[src/rtl/cp0_reg.sv]
// cp0_reg: MIPS coprocessor-0 register file (Count, Compare, Status, Cause,
// EPC, BadVAddr, EBase) with timer interrupt, exception/eret commit and
// mtc0 write / mfc0 read ports.
//
// Ports:
//   clk, rst                 rising-edge clock, synchronous active-high reset
//   we_i, waddr_i, wsel_i,   mtc0 write (write-back stage)
//   data_i
//   raddr_i, rsel_i, data_o  mfc0 read, combinational, forwards a same-cycle write
//   int_i                    level-sensitive hardware interrupt lines -> Cause[15:10]
//   excepttype_i, current_inst_addr_i, is_in_delayslot_i, bad_addr_i
//                            committed exception from the memory stage (0 = none, 0x0e = eret)
//   count_o .. badvaddr_o    register contents
//   timer_int_o              timer interrupt request
module cp0_reg #(
    parameter int DATA_W = 32
) (
    input  logic              clk,
    input  logic              rst,
    input  logic              we_i,
    input  logic [4:0]        waddr_i,
    input  logic [2:0]        wsel_i,
    input  logic [DATA_W-1:0] data_i,
    input  logic [4:0]        raddr_i,
    input  logic [2:0]        rsel_i,
    input  logic [5:0]        int_i,
    input  logic [DATA_W-1:0] excepttype_i,
    input  logic [DATA_W-1:0] current_inst_addr_i,
    input  logic              is_in_delayslot_i,
    input  logic [DATA_W-1:0] bad_addr_i,
    output logic [DATA_W-1:0] data_o,
    output logic [DATA_W-1:0] count_o,
    output logic [DATA_W-1:0] compare_o,
    output logic [DATA_W-1:0] status_o,
    output logic [DATA_W-1:0] cause_o,
    output logic [DATA_W-1:0] epc_o,
    output logic [DATA_W-1:0] ebase_o,
    output logic [DATA_W-1:0] badvaddr_o,
    output logic              timer_int_o
);

    // {register number, select}
    localparam logic [7:0] A_BADVADDR = {5'd8,  3'd0};
    localparam logic [7:0] A_COUNT    = {5'd9,  3'd0};
    localparam logic [7:0] A_COMPARE  = {5'd11, 3'd0};
    localparam logic [7:0] A_STATUS   = {5'd12, 3'd0};
    localparam logic [7:0] A_CAUSE    = {5'd13, 3'd0};
    localparam logic [7:0] A_EPC      = {5'd14, 3'd0};
    localparam logic [7:0] A_EBASE    = {5'd15, 3'd1};

    localparam logic [DATA_W-1:0] STATUS_WMASK = 32'h1040_FF17;
    localparam logic [DATA_W-1:0] STATUS_RST   = 32'h1000_0000;
    localparam logic [DATA_W-1:0] EBASE_RST    = 32'h8000_0000;
    localparam logic [DATA_W-1:0] EXC_ERET     = 32'h0000_000E;
    localparam int                EXL          = 1;

    // Only the masked Status bits take mtc0 data.
    function automatic logic [DATA_W-1:0] status_merge(input logic [DATA_W-1:0] cur,
                                                       input logic [DATA_W-1:0] wd);
        return (cur & ~STATUS_WMASK) | (wd & STATUS_WMASK);
    endfunction

    // Only the software interrupt bits IP[1:0] take mtc0 data.
    function automatic logic [DATA_W-1:0] cause_merge(input logic [DATA_W-1:0] cur,
                                                      input logic [DATA_W-1:0] wd);
        return {cur[31:10], wd[9:8], cur[7:0]};
    endfunction

    // EBase keeps its kseg0/kseg1 prefix and 4 KiB alignment.
    function automatic logic [DATA_W-1:0] ebase_merge(input logic [DATA_W-1:0] wd);
        return {2'b10, wd[29:12], 12'h000};
    endfunction

    // Internal exception encoding -> architectural ExcCode; unknown codes keep the old one.
    function automatic logic [4:0] exc_code(input logic [4:0] cur,
                                            input logic [DATA_W-1:0] et);
        case (et)
            32'h01:         return 5'd0;
            32'h08:         return 5'd8;
            32'h0a:         return 5'd10;
            32'h0c:         return 5'd12;
            32'h0f:         return 5'd9;
            32'h10, 32'h11: return 5'd4;
            32'h12:         return 5'd5;
            default:        return cur;
        endcase
    endfunction

    logic [7:0] wkey;
    logic [7:0] rkey;
    logic       wr_count, wr_compare, wr_status, wr_cause, wr_epc, wr_badvaddr, wr_ebase;
    logic       is_exc, is_eret, is_bad_addr;

    assign wkey = {waddr_i, wsel_i};
    assign rkey = {raddr_i, rsel_i};

    assign wr_count    = we_i && (wkey == A_COUNT);
    assign wr_compare  = we_i && (wkey == A_COMPARE);
    assign wr_status   = we_i && (wkey == A_STATUS);
    assign wr_cause    = we_i && (wkey == A_CAUSE);
    assign wr_epc      = we_i && (wkey == A_EPC);
    assign wr_badvaddr = we_i && (wkey == A_BADVADDR);
    assign wr_ebase    = we_i && (wkey == A_EBASE);

    assign is_eret     = (excepttype_i == EXC_ERET);
    assign is_exc      = (excepttype_i != '0) && !is_eret;
    assign is_bad_addr = (excepttype_i == 32'h10) || (excepttype_i == 32'h11) ||
                         (excepttype_i == 32'h12);

    logic [DATA_W-1:0] status_nx, cause_nx, epc_nx, badvaddr_nx;

    // mtc0 first, then exception/eret overrides the fields it owns.
    always_comb begin
        status_nx = wr_status ? status_merge(status_o, data_i) : status_o;
        if (is_exc)
            status_nx[EXL] = 1'b1;
        else if (is_eret)
            status_nx[EXL] = 1'b0;

        cause_nx        = wr_cause ? cause_merge(cause_o, data_i) : cause_o;
        cause_nx[15:10] = int_i;
        if (is_exc) begin
            cause_nx[6:2] = exc_code(cause_o[6:2], excepttype_i);
            // A nested exception must not lose the original return point.
            if (!status_o[EXL])
                cause_nx[31] = is_in_delayslot_i;
        end

        epc_nx = wr_epc ? data_i : epc_o;
        if (is_exc && !status_o[EXL])
            epc_nx = is_in_delayslot_i ? current_inst_addr_i - 32'd4 : current_inst_addr_i;

        badvaddr_nx = wr_badvaddr ? data_i : badvaddr_o;
        if (is_bad_addr)
            badvaddr_nx = bad_addr_i;
    end

    always_ff @(posedge clk) begin
        if (rst) begin
            count_o     <= '0;
            compare_o   <= '0;
            status_o    <= STATUS_RST;
            cause_o     <= '0;
            epc_o       <= '0;
            badvaddr_o  <= '0;
            ebase_o     <= EBASE_RST;
            timer_int_o <= 1'b0;
        end else begin
            count_o <= wr_count ? data_i : count_o + 32'd1;
            if (wr_compare)
                compare_o <= data_i;
            // Writing Compare acknowledges the timer interrupt.
            if (wr_compare)
                timer_int_o <= 1'b0;
            else if ((compare_o != '0) && (count_o == compare_o))
                timer_int_o <= 1'b1;
            status_o   <= status_nx;
            cause_o    <= cause_nx;
            epc_o      <= epc_nx;
            badvaddr_o <= badvaddr_nx;
            if (wr_ebase)
                ebase_o <= ebase_merge(data_i);
        end
    end

    logic [DATA_W-1:0] rd_val, wr_val;

    // A same-cycle mtc0 to the read address is forwarded as the value it will store.
    always_comb begin
        rd_val = '0;
        case (rkey)
            A_BADVADDR: rd_val = badvaddr_o;
            A_COUNT:    rd_val = count_o;
            A_COMPARE:  rd_val = compare_o;
            A_STATUS:   rd_val = status_o;
            A_CAUSE:    rd_val = cause_o;
            A_EPC:      rd_val = epc_o;
            A_EBASE:    rd_val = ebase_o;
            default:    rd_val = '0;
        endcase

        wr_val = '0;
        case (wkey)
            A_BADVADDR: wr_val = data_i;
            A_COUNT:    wr_val = data_i;
            A_COMPARE:  wr_val = data_i;
            A_STATUS:   wr_val = status_merge(status_o, data_i);
            A_CAUSE:    wr_val = cause_merge(cause_o, data_i);
            A_EPC:      wr_val = data_i;
            A_EBASE:    wr_val = ebase_merge(data_i);
            default:    wr_val = '0;
        endcase

        data_o = (we_i && (wkey == rkey)) ? wr_val : rd_val;
    end

endmodule

[config.mk]
export PLATFORM = sky130hd
export DESIGN_NAME = cp0_reg
export DESIGN_NICKNAME = d
export VERILOG_FILES = /design/src/rtl/cp0_reg.sv
export SDC_FILE = /design/constraint.sdc
export NUM_CORES = 1
export LEC_CHECK = 0
export BUFFER_PORTS_ARGS = -buffer_cell sky130_fd_sc_hd__buf_4
export CORE_AREA = 5 5 159 161
export CTS_CLUSTER_DIAMETER = 60
export DETAILED_ROUTE_END_ITERATION = 6
export DIE_AREA = 0 0 164 166
export PLACE_DENSITY = 0.76
export SLEW_MARGIN = 15
export SYNTH_ARGS = -nofsm -noshare
export SYNTH_HDL_FRONTEND = slang
export SYNTH_SLANG_ARGS = --single-unit
[constraint.sdc]
create_clock -name clk -period 4.88 [get_ports clk]
set_clock_uncertainty 0.1 [all_clocks]
set_input_delay 1.464 -clock clk [delete_from_list [all_inputs] [get_ports clk]]
set_output_delay 1.464 -clock clk [all_outputs]
set_load 0.01 [all_outputs]
After elaboration in Yosys (flattened, before gate mapping)
Index checks and enable logic that the tools add are counted.
{"block": "totals", "register_bits": 193, "latch_bits": 0, "ramBits": 0, "mem_bits_ro": 0, "in_bits": 154, "wordCells": 80, "n_memories": 0}
{"block": "classes", "addsub": 2, "n_mul": 0, "n_div": 0, "order_cmp": 0, "eq_ne": 25, "shifts": 0, "mux": 16, "n_bitwise": 1, "reduce_logical": 25}
{"op": "2-to-1 mux 32 bit", "n": 7}
{"op": "case mux 32 bit (7 select lines)", "n": 1}
{"op": "== test 32 x 4 -> 1 bit, second input constant", "n": 5}
{"op": "case mux 32 bit (4 select lines)", "n": 1}
{"op": "== test 8 x 7 -> 1 bit, second input constant", "n": 14}
{"op": "== test 32 x 5 -> 1 bit, second input constant", "n": 3}
{"op": "nonzero test 32 bit", "n": 2}
{"op": "case mux 5 bit (7 select lines)", "n": 1}
{"op": "adder 32 x 1 -> 32 bit, second input constant", "n": 1}
{"op": "== test 32 x 1 -> 1 bit, second input constant", "n": 1}
{"op": "== test 32 bit", "n": 1}
{"op": "bitwise OR 32 x 29 -> 32 bit", "n": 1}
{"op": "subtractor 32 x 3 -> 32 bit, second input constant", "n": 1}
{"op": "logical AND 1 bit", "n": 11}
{"op": "== test 8 bit", "n": 1}
{"op": "nonzero test 7 bit", "n": 1}
{"op": "2-to-1 mux 5 bit", "n": 1}
{"op": "2-to-1 mux 1 bit", "n": 4}
{"op": "nonzero test 2 bit", "n": 2}
{"op": "OR reduction 2 bit", "n": 2}
{"op": "OR reduction 4 bit", "n": 1}
{"op": "nonzero test 3 bit", "n": 1}
{"op": "logical NOT 1 bit", "n": 2}
{"op": "logical OR 1 bit", "n": 2}
{"op": "other kinds (2)", "n": 2}

Logic depth before layout (Yosys ltp)
Gate-level depths: netlist (run 1).
{"block": "logic_depth", "ltp_word": 5, "mapped_depth": 9, "mapped_depth_nobuf": 7}

Least setup slack after synthesis (run 1)
Ideal clock, no wire load.
{"block": "synth_path", "path_kind": "input to output", "from": "input waddr_i[1]", "to": "output data_o[18]", "arrival_ns": 3.064, "required_ns": 3.316, "path_slack_ns": 0.252, "cell_stages": 8, "path_buffers": 3, "cell_sequence": "clkbuf_1 -> xnor2_1 -> nand4_1 -> or3_1 -> buf_2 -> a211oi_2 -> buf_4 -> a22o_1"}
{"block": "synth_via", "elab_chain_cells": 4, "word_cells_on_any_way": 12}
{"item": "from (decl)", "line_no": "21", "source": "input logic [4:0] waddr_i,"}
{"item": "== test 8 x 7 -> 1 bit", "line_no": "183", "source": "case (wkey)"}
{"item": "OR reduction 4 bit (no source line)"}
{"item": "case mux 32 bit (4 select lines)", "line_no": "183"}
{"item": "2-to-1 mux 32 bit (*)", "line_no": "194", "source": "data_o = (we_i && (wkey == rkey)) ? wr_val : rd_val;"}
{"item": "to (decl)", "line_no": "31", "source": "output logic [DATA_W-1:0] data_o,"}
Every way passes the cells marked *; elsewhere a longest branch is shown, timed or not.

Worst setup path in the final report (run 1)
{"block": "layout_path", "from": "input rsel_i[1]", "to": "output data_o[16]"}
{"block": "layout_via", "elab_chain_cells": 3, "word_cells_on_any_way": 11}
{"item": "from (decl)", "line_no": "25", "source": "input logic [2:0] rsel_i,"}
{"item": "== test 8 x 7 -> 1 bit / == test 8 bit (equally long branches)", "line_no": "171, 194"}
{"item": "case mux 32 bit (7 select lines) / logical AND 1 bit (equally long branches)", "line_no": "171, 194"}
{"item": "2-to-1 mux 32 bit (*)", "line_no": "194"}
Marks and branches as above.

==> flow_summary.yaml, run 1 <==
logic_synthesis:
  synth_edf_count: 0
  synthCells: 1306
  yosys_warnings: 0
  ys_seq_elements: 174
  synthArstFlopShare_pct: 0
  synth_cell_types: 78
  yosysSeqAreaShare_pct: 32.0
  syn-cell-area_mm2: 0.0109
  syn_area_per_cell_um2: 8.34
  synth_top_flop_cell: "dfxtp_1"
global_route:
  antenna_found_initial: 0
  grt.total_usage_pct: 33.5
  gr-total-overflow: 0
  grt_pass1_vias: 11200
  grt_max_degree: 73
  grt_pass1_wl_um: 70200
critical_path:
  worstPathArrival_ns: 3.27
  startpoint_type: "input port"
  critPathRequiredTime_ns: 3.32
  path_max_fanout: 12
  critPathKind: "in -> out"
  cp-end-kind: "primary output"
detailed_routing:
  drt_wl_total_um: 47400
  vias_per_cell: 6.01
  drc_errors: 8
  wl_per_cell_um: 24.0
  detail_route.iter0.violations: 1609
  ant_nets: 0
  dr.pass1.iters: 7
  vias: 11900
cells_and_area:
  finalInstanceArea_mm2: 0.0144
  mostFrequentLayoutCell: "buf_4"
  area_delta_synth_final_pct: 32.4
  layout_common_cells: "buf_4, nor2_1, dfxtp_1, a211oi_1, mux2i_1"
  drive_gt1_share_pct: 30.1
  fin_nets: 1795
  diodes: 0
status:
  violations: "design-rule violations"
  status: "finished, violations left"
sta:
  slew_violations: 0
  setup_tns_ns: 0
  slew_headroom_pct: 24.3
  finalSetupViolations: 0
  period_minus_slack_ns: 4.84
  worstMarginPinSlew_ns: 1.13
  max_freq_mhz: 207
  min_period_over_period_pct: 99.1
  rsz0062_at_grt: "false"
  finalHoldViolations: 0
floorplanning:
  rows: 57
  core_mm2: 0.0238
  io_pins: 411
  start_util_pct: 45.7
  die_x_um: 164
  die_area_mm2: 0.0272
  die_h_um: 166
power:
  power_mw: 3.38
  sequentialPowerShare_pct: 43.9
  netSwitchingPower_uw: 960
  p_per_area_mw_per_mm2: 235
  internal_power_mw: 2.42
  switching_share_pct: 28.4
  clockPowerShare_pct: 43.0
  ir_worst_vdd_v: 0.000163
  p_comb_share_pct: 13.1
  power_leakage_nw: 6.40
min_path:
  hp-class: "reg -> reg"
place:
  io_buffers: 359
  hpwl_um: 37000
  postPlaceCellArea_mm2: 0.0138
  place_congestion: 1.03
clocking:
  htree_levels: 4
  cts.sinks: 174
  cts_tree: "yes"
  clockBufferDepth: 2
  cts-root-buf: "clkbuf_16"
  clock_latency_ns: 0.44
  cts_buffers: 17
  clk_pin_slew_ns: 0.07
flow_run:
  max-cap-violations: 0
[path summary, 6_finish.rpt]
kind                            startpoint  slack (ns)  cells after the start                       end
setup reg to reg     count_o[0]$_SDFF_PP0_        2.57                      6    count_o[30]$_SDFF_PP0_
hold / removal    ebase_o[21]$_SDFFE_PP0P_        0.38                      2  ebase_o[21]$_SDFFE_PP0P_
hold reg to reg   ebase_o[21]$_SDFFE_PP0P_        0.38                      2  ebase_o[21]$_SDFFE_PP0P_
setup / recovery                 rsel_i[1]        0.04                      9                data_o[16]
[state kept, by name, summed over array words and instances (netlist names)]
| name | cells |
|---|---|
| badvaddr_o | 32 |
| cause_o | 13 |
| compare_o | 32 |
| count_o | 32 |
| ebase_o | 18 |
| epc_o | 32 |
| status_o | 14 |
| timer_int_o | 1 |
[repair_timing]
action                                  in CTS  in global routing
setup buffers                                0                  1
endpoints found under the setup margin       2                  6
pin swaps                                    1                  2
resized for setup                            1                  1
hold buffers                                 0                  0
[per-layer routing]
metal	routed length [um]	vias to the layer above	track usage, %
li1	-	5372	-
met1	19000	5600	46.1
met2	21100	776	50.2
met3	5180	124	7.22
met4	2100	0	14.7
met5	0	-	0
[per-stage QoR]
step / hold WS [ns] / std cells / utilization [%] / worst slack (ns)
finish: 0.378 / 1976 / 60.5 / 0.0422
global route: 0.400 / 1976 / 60.5 / 0.0181
CTS: 0.376 / 1975 / 60.5 / 0.0115
detailed placement: 0.366 / 1943 / 57.9 / 0.0187
global placement: 0.359 / 1943 / 57.9 / 0.0349
floorplan: 0.387 / 1355 / - / 0.252
[cell families after synthesis]
group / Yosys count / synth area share (%)
fa+ha+maj: 2 / 0.230
buf+inv: 170 / 8.51
other cells: 2 / 0.0690
compound gates: 291 / 19.4
mux: 104 / 9.77
flops: 174 / 32.0
xor+xnor: 100 / 8.04
simple gates: 463 / 22.0
[power by group through the flow]
stage / Sequential [mW] / Combinational (mW) / Clock (mW)
global route: 1.49 / 0.471 / 1.54
CTS: 1.48 / 0.436 / 1.46
floorplan: 1.51 / 0.206 / 0
finish: 1.48 / 0.444 / 1.45
global placement: 1.51 / 0.431 / 0
detailed placement: 1.51 / 0.434 / 0
[worst max-delay path: stages]
cell	delay [ns]
buf_4	0.12
buf_4	0.15
xnor2_1	0.14
nand4_1	0.14
or3_1	0.43
a211oi_2	0.29
buf_6	0.20
a22o_1	0.20
buf_4	0.14
[cells in the mapped netlist (all sizes together) (30+ instances only)]
library cell / instances / share of area (%)
a211oi: 99 / 6.9
a21oi: 58 / 2.7
a22oi: 39 / 2.7
buf: 93 / 5.9
clkbuf: 54 / 1.9
dfxtp: 174 / 32
mux2i: 86 / 7.9
nand2: 87 / 3.0
nand3: 34 / 1.6
nor2: 187 / 6.6
nor3: 30 / 1.5
nor4: 31 / 2.3
xnor2: 82 / 6.6
[cell type report]
class / instances / area, um2
fillers: 2166 / 9400
repair buffers: 412 / 3120
clock buffers: 17 / 425
flip-flops and latches: 174 / 3480
clock inverters: 15 / 193
inverters: 23 / 86.3
multi-input cells: 1011 / 6700
well taps: 324 / 405
(Power assumes the default switching activity.)
==> run 2: changes to the inputs <==
- ABC_AREA: default -> 1
- CORE_AREA: 5 5 159 161 -> default
- CORE_MARGIN: default -> 5
- CORE_UTILIZATION: default -> 51
- DIE_AREA: 0 0 164 166 -> default
- PLACE_DENSITY: 0.76 -> 0.82
==> run 2 against run 1 <==
The flow now finishes without violations. Global-route usage up 4.3 points. Largest cell class unchanged. Final area up 3.6%. Cell count up 25%. Synthesized cell count up 41%. Critical endpoint is now data_o[8].
==> flow_summary.yaml, run 2 <==
sta:
  finalHoldViolations: 0
  slew_violations: 0
  setup_tns_ns: 0
  timing.final.ws_setup_ns: 0.0678
  min_period_over_period_pct: 98.6
  max_freq_mhz: 208
  worstMarginPinSlew_ns: 1.15
  slew_headroom_pct: 22.8
  period_minus_slack_ns: 4.81
  rsz0062_at_grt: "false"
  finalSetupViolations: 0
cells_and_area:
  fin_util_pct: 68.0
  area_delta_synth_final_pct: 30.3
  multi_input_area_mm2: 0.00664
  mostFrequentLayoutCell: "nand2_1"
  layout_common_cells: "nand2_1, buf_4, inv_1, o21ai_0, nor2_1"
  fin_nets: 2337
  fillerInstances: 1986
  drive_gt1_share_pct: 21.4
  regArea_mm2: 0.00348
critical_path:
  critPathKind: "in -> out"
  r2r-start: "count_o[7]$_SDFF_PP0_"
  cp-end-kind: "primary output"
  crit_start: "raddr_i[4]"
  startpoint_type: "input port"
  cp_slowest_cell: "nor3_1"
  r2r_slack_ns: 2.44
  path_max_fanout: 9
  worst_r2r_endpoint: "count_o[26]$_SDFF_PP0_"
  crit_top_cell: "buf_4"
  reg2reg_depth: 9
  worstPathArrival_ns: 3.25
  cp-endpoint: "data_o[8]"
  worst_path_largest_cell_delay_ns: 0.31
  critPathRequiredTime_ns: 3.32
  crit_chain: "buf_4 -> inv_1 -> nand2_1 -> nor3_1 -> nand2_1 -> inv_1 -> buf_4 -> nand2_1 -> o211ai_1 -> o21ai_0 -> o21ai_0 -> buf_4 -> buf_4"
status:
  status: "finished clean"
power:
  power_mw: 3.38
  switching_share_pct: 28.7
  power_leakage_nw: 6.98
  sequentialPowerShare_pct: 43.6
  ir_worst_vdd_v: 0.000221
  p_per_area_mw_per_mm2: 226
  clockPowerShare_pct: 43.3
  internal_power_mw: 2.41
  netSwitchingPower_uw: 969
  p_comb_share_pct: 13.1
global_route:
  grt.total_usage_pct: 37.7
  grt_max_degree: 103
  grt_pass1_vias: 13100
  grt_pass1_wl_um: 76500
  antenna_found_initial: 1
  gr-total-overflow: 0
detailed_routing:
  drc_errors: 0
  wl_per_cell_um: 20.5
  dr.pass1.iters: 6
  drt_wl_total_um: 50800
  ant_nets: 0
  vias: 14300
  vias_per_cell: 5.79
  detail_route.iter0.violations: 2074
clocking:
  clk_pin_slew_ns: 0.07
  cts_tree: "yes"
  clockBufferDepth: 2
  cts_resized: 0
  cts-root-buf: "clkbuf_16"
  clock_latency_ns: 0.45
  cts.sinks: 174
  hold_buffers: 0
  cts_buffers: 17
  postCtsSetupRepairBufs: 0
  htree_levels: 4
place:
  place_congestion: 1.03
  io_buffers: 359
  hpwl_um: 39600
  preCtsSetupSlack_ns: 0.0458
floorplanning:
  start_util_pct: 52.2
  die_area_mm2: 0.0256
  die_x_um: 160
  rows: 54
  die_h_um: 160
  io_pins: 411
  core_mm2: 0.0220
logic_synthesis:
  synthArstFlopShare_pct: 0
  synth_top_flop_cell: "dfxtp_1"
  yosysTopAreaCellShare_pct: 30.4
  synth_largest_area_cell: "dfxtp_1"
  syn-cell-area_mm2: 0.0115
  yosys_warnings: 0
  yosys-top-cells-count: "nand2_1, inv_1, o21ai_0, nor2_1, dfxtp_1"
  ys_seq_elements: 174
  synthCells: 1847
  synth.most_common_cell: "nand2_1"
  netlist_top_cells_area: "dfxtp_1, nand2_1, o21ai_0"
  synth_cell_types: 40
  yosysSeqAreaShare_pct: 30.4
  syn_area_per_cell_um2: 6.21
  synth_edf_count: 0
min_path:
  hp-class: "reg -> reg"
flow_run:
  max-cap-violations: 0
==> run 2: changes by cell type after synthesis, sizes merged, moves of 17 or more <==
cell    before  now
a211oi      99   31
xnor2       82   34
a22oi       39    2
nor4        31   12
o21ai       13  186
mux2i       86    0
inv         22  220
a21oi       58  108
mux2        18    0
nand2       87  494
nand3       34   91
buf         93   76
a31oi        1   33
==> run 2: power by group through the flow <==
stage	clock network (mW)	logic, mW	registers [mW]
final	1.47	0.442	1.48
after global routing	1.53	0.476	1.48
after CTS	1.46	0.430	1.47
after detailed placement	0	0.427	1.51
after global placement	0	0.421	1.51
after floorplan	0	0.206	1.51
==> run 2: how the worst min path moves through the flow <==
| stage | cells past startpoint | from | to |
|---|---|---|---|
| finish | 2 | ebase_o[26]$_SDFFE_PP0P_ | ebase_o[26]$_SDFFE_PP0P_ |
| global route | 2 | timer_int_o$_SDFFE_PP0P_ | timer_int_o$_SDFFE_PP0P_ |
| CTS | 2 | ebase_o[26]$_SDFFE_PP0P_ | ebase_o[26]$_SDFFE_PP0P_ |
| detailed placement | 2 | ebase_o[26]$_SDFFE_PP0P_ | ebase_o[26]$_SDFFE_PP0P_ |
| global placement | 2 | timer_int_o$_SDFFE_PP0P_ | timer_int_o$_SDFFE_PP0P_ |
| floorplan | 2 | timer_int_o$_SDFFE_PP0P_ | timer_int_o$_SDFFE_PP0P_ |
==> run 2: worst max-delay path, delay by kind of cell <==
family	cells	cell delay (ns)
buf+inv	6	0.74
simple gates	4	0.64
compound gates	3	0.40
==> run 2: stage by stage <==
stage	hold slack, ns	instance area [um2]	std cells
finish	0.368	14900	2475
global route	0.384	14900	2475
CTS	0.367	14900	2474
detailed placement	0.355	14300	2442
global placement	0.336	14300	2442
floorplan	0.370	11700	1896
==> run 2: cells by family after synthesis <==
kind of cell,share of synthesized area (%)
buf+inv,13.4
xor+xnor,4.66
compound gates,20.4
other cells,0.0655
fa+ha+maj,0.218
flops,30.4
simple gates,30.9
==> run 2: layer usage <==
layer  vias to the layer above  GRT usage [%]  part of all wire (%)
met5                         -              0                     0
met4                         0           12.9                   3.7
met3                       125           10.5                    13
met2                      1024           58.2                    45
met1                      6584           50.9                    39
li1                       6605              -                     -
==> run 2: cell type report <==
type / count / area share [%]
clock buffers: 18 / 2.94
repair buffers: 396 / 20.2
well taps: 280 / 2.35
diodes: 1 / 0.0168
multi-input cells: 1372 / 44.5
flip-flops and latches: 174 / 23.3
inverters: 220 / 5.54
clock inverters: 14 / 1.14
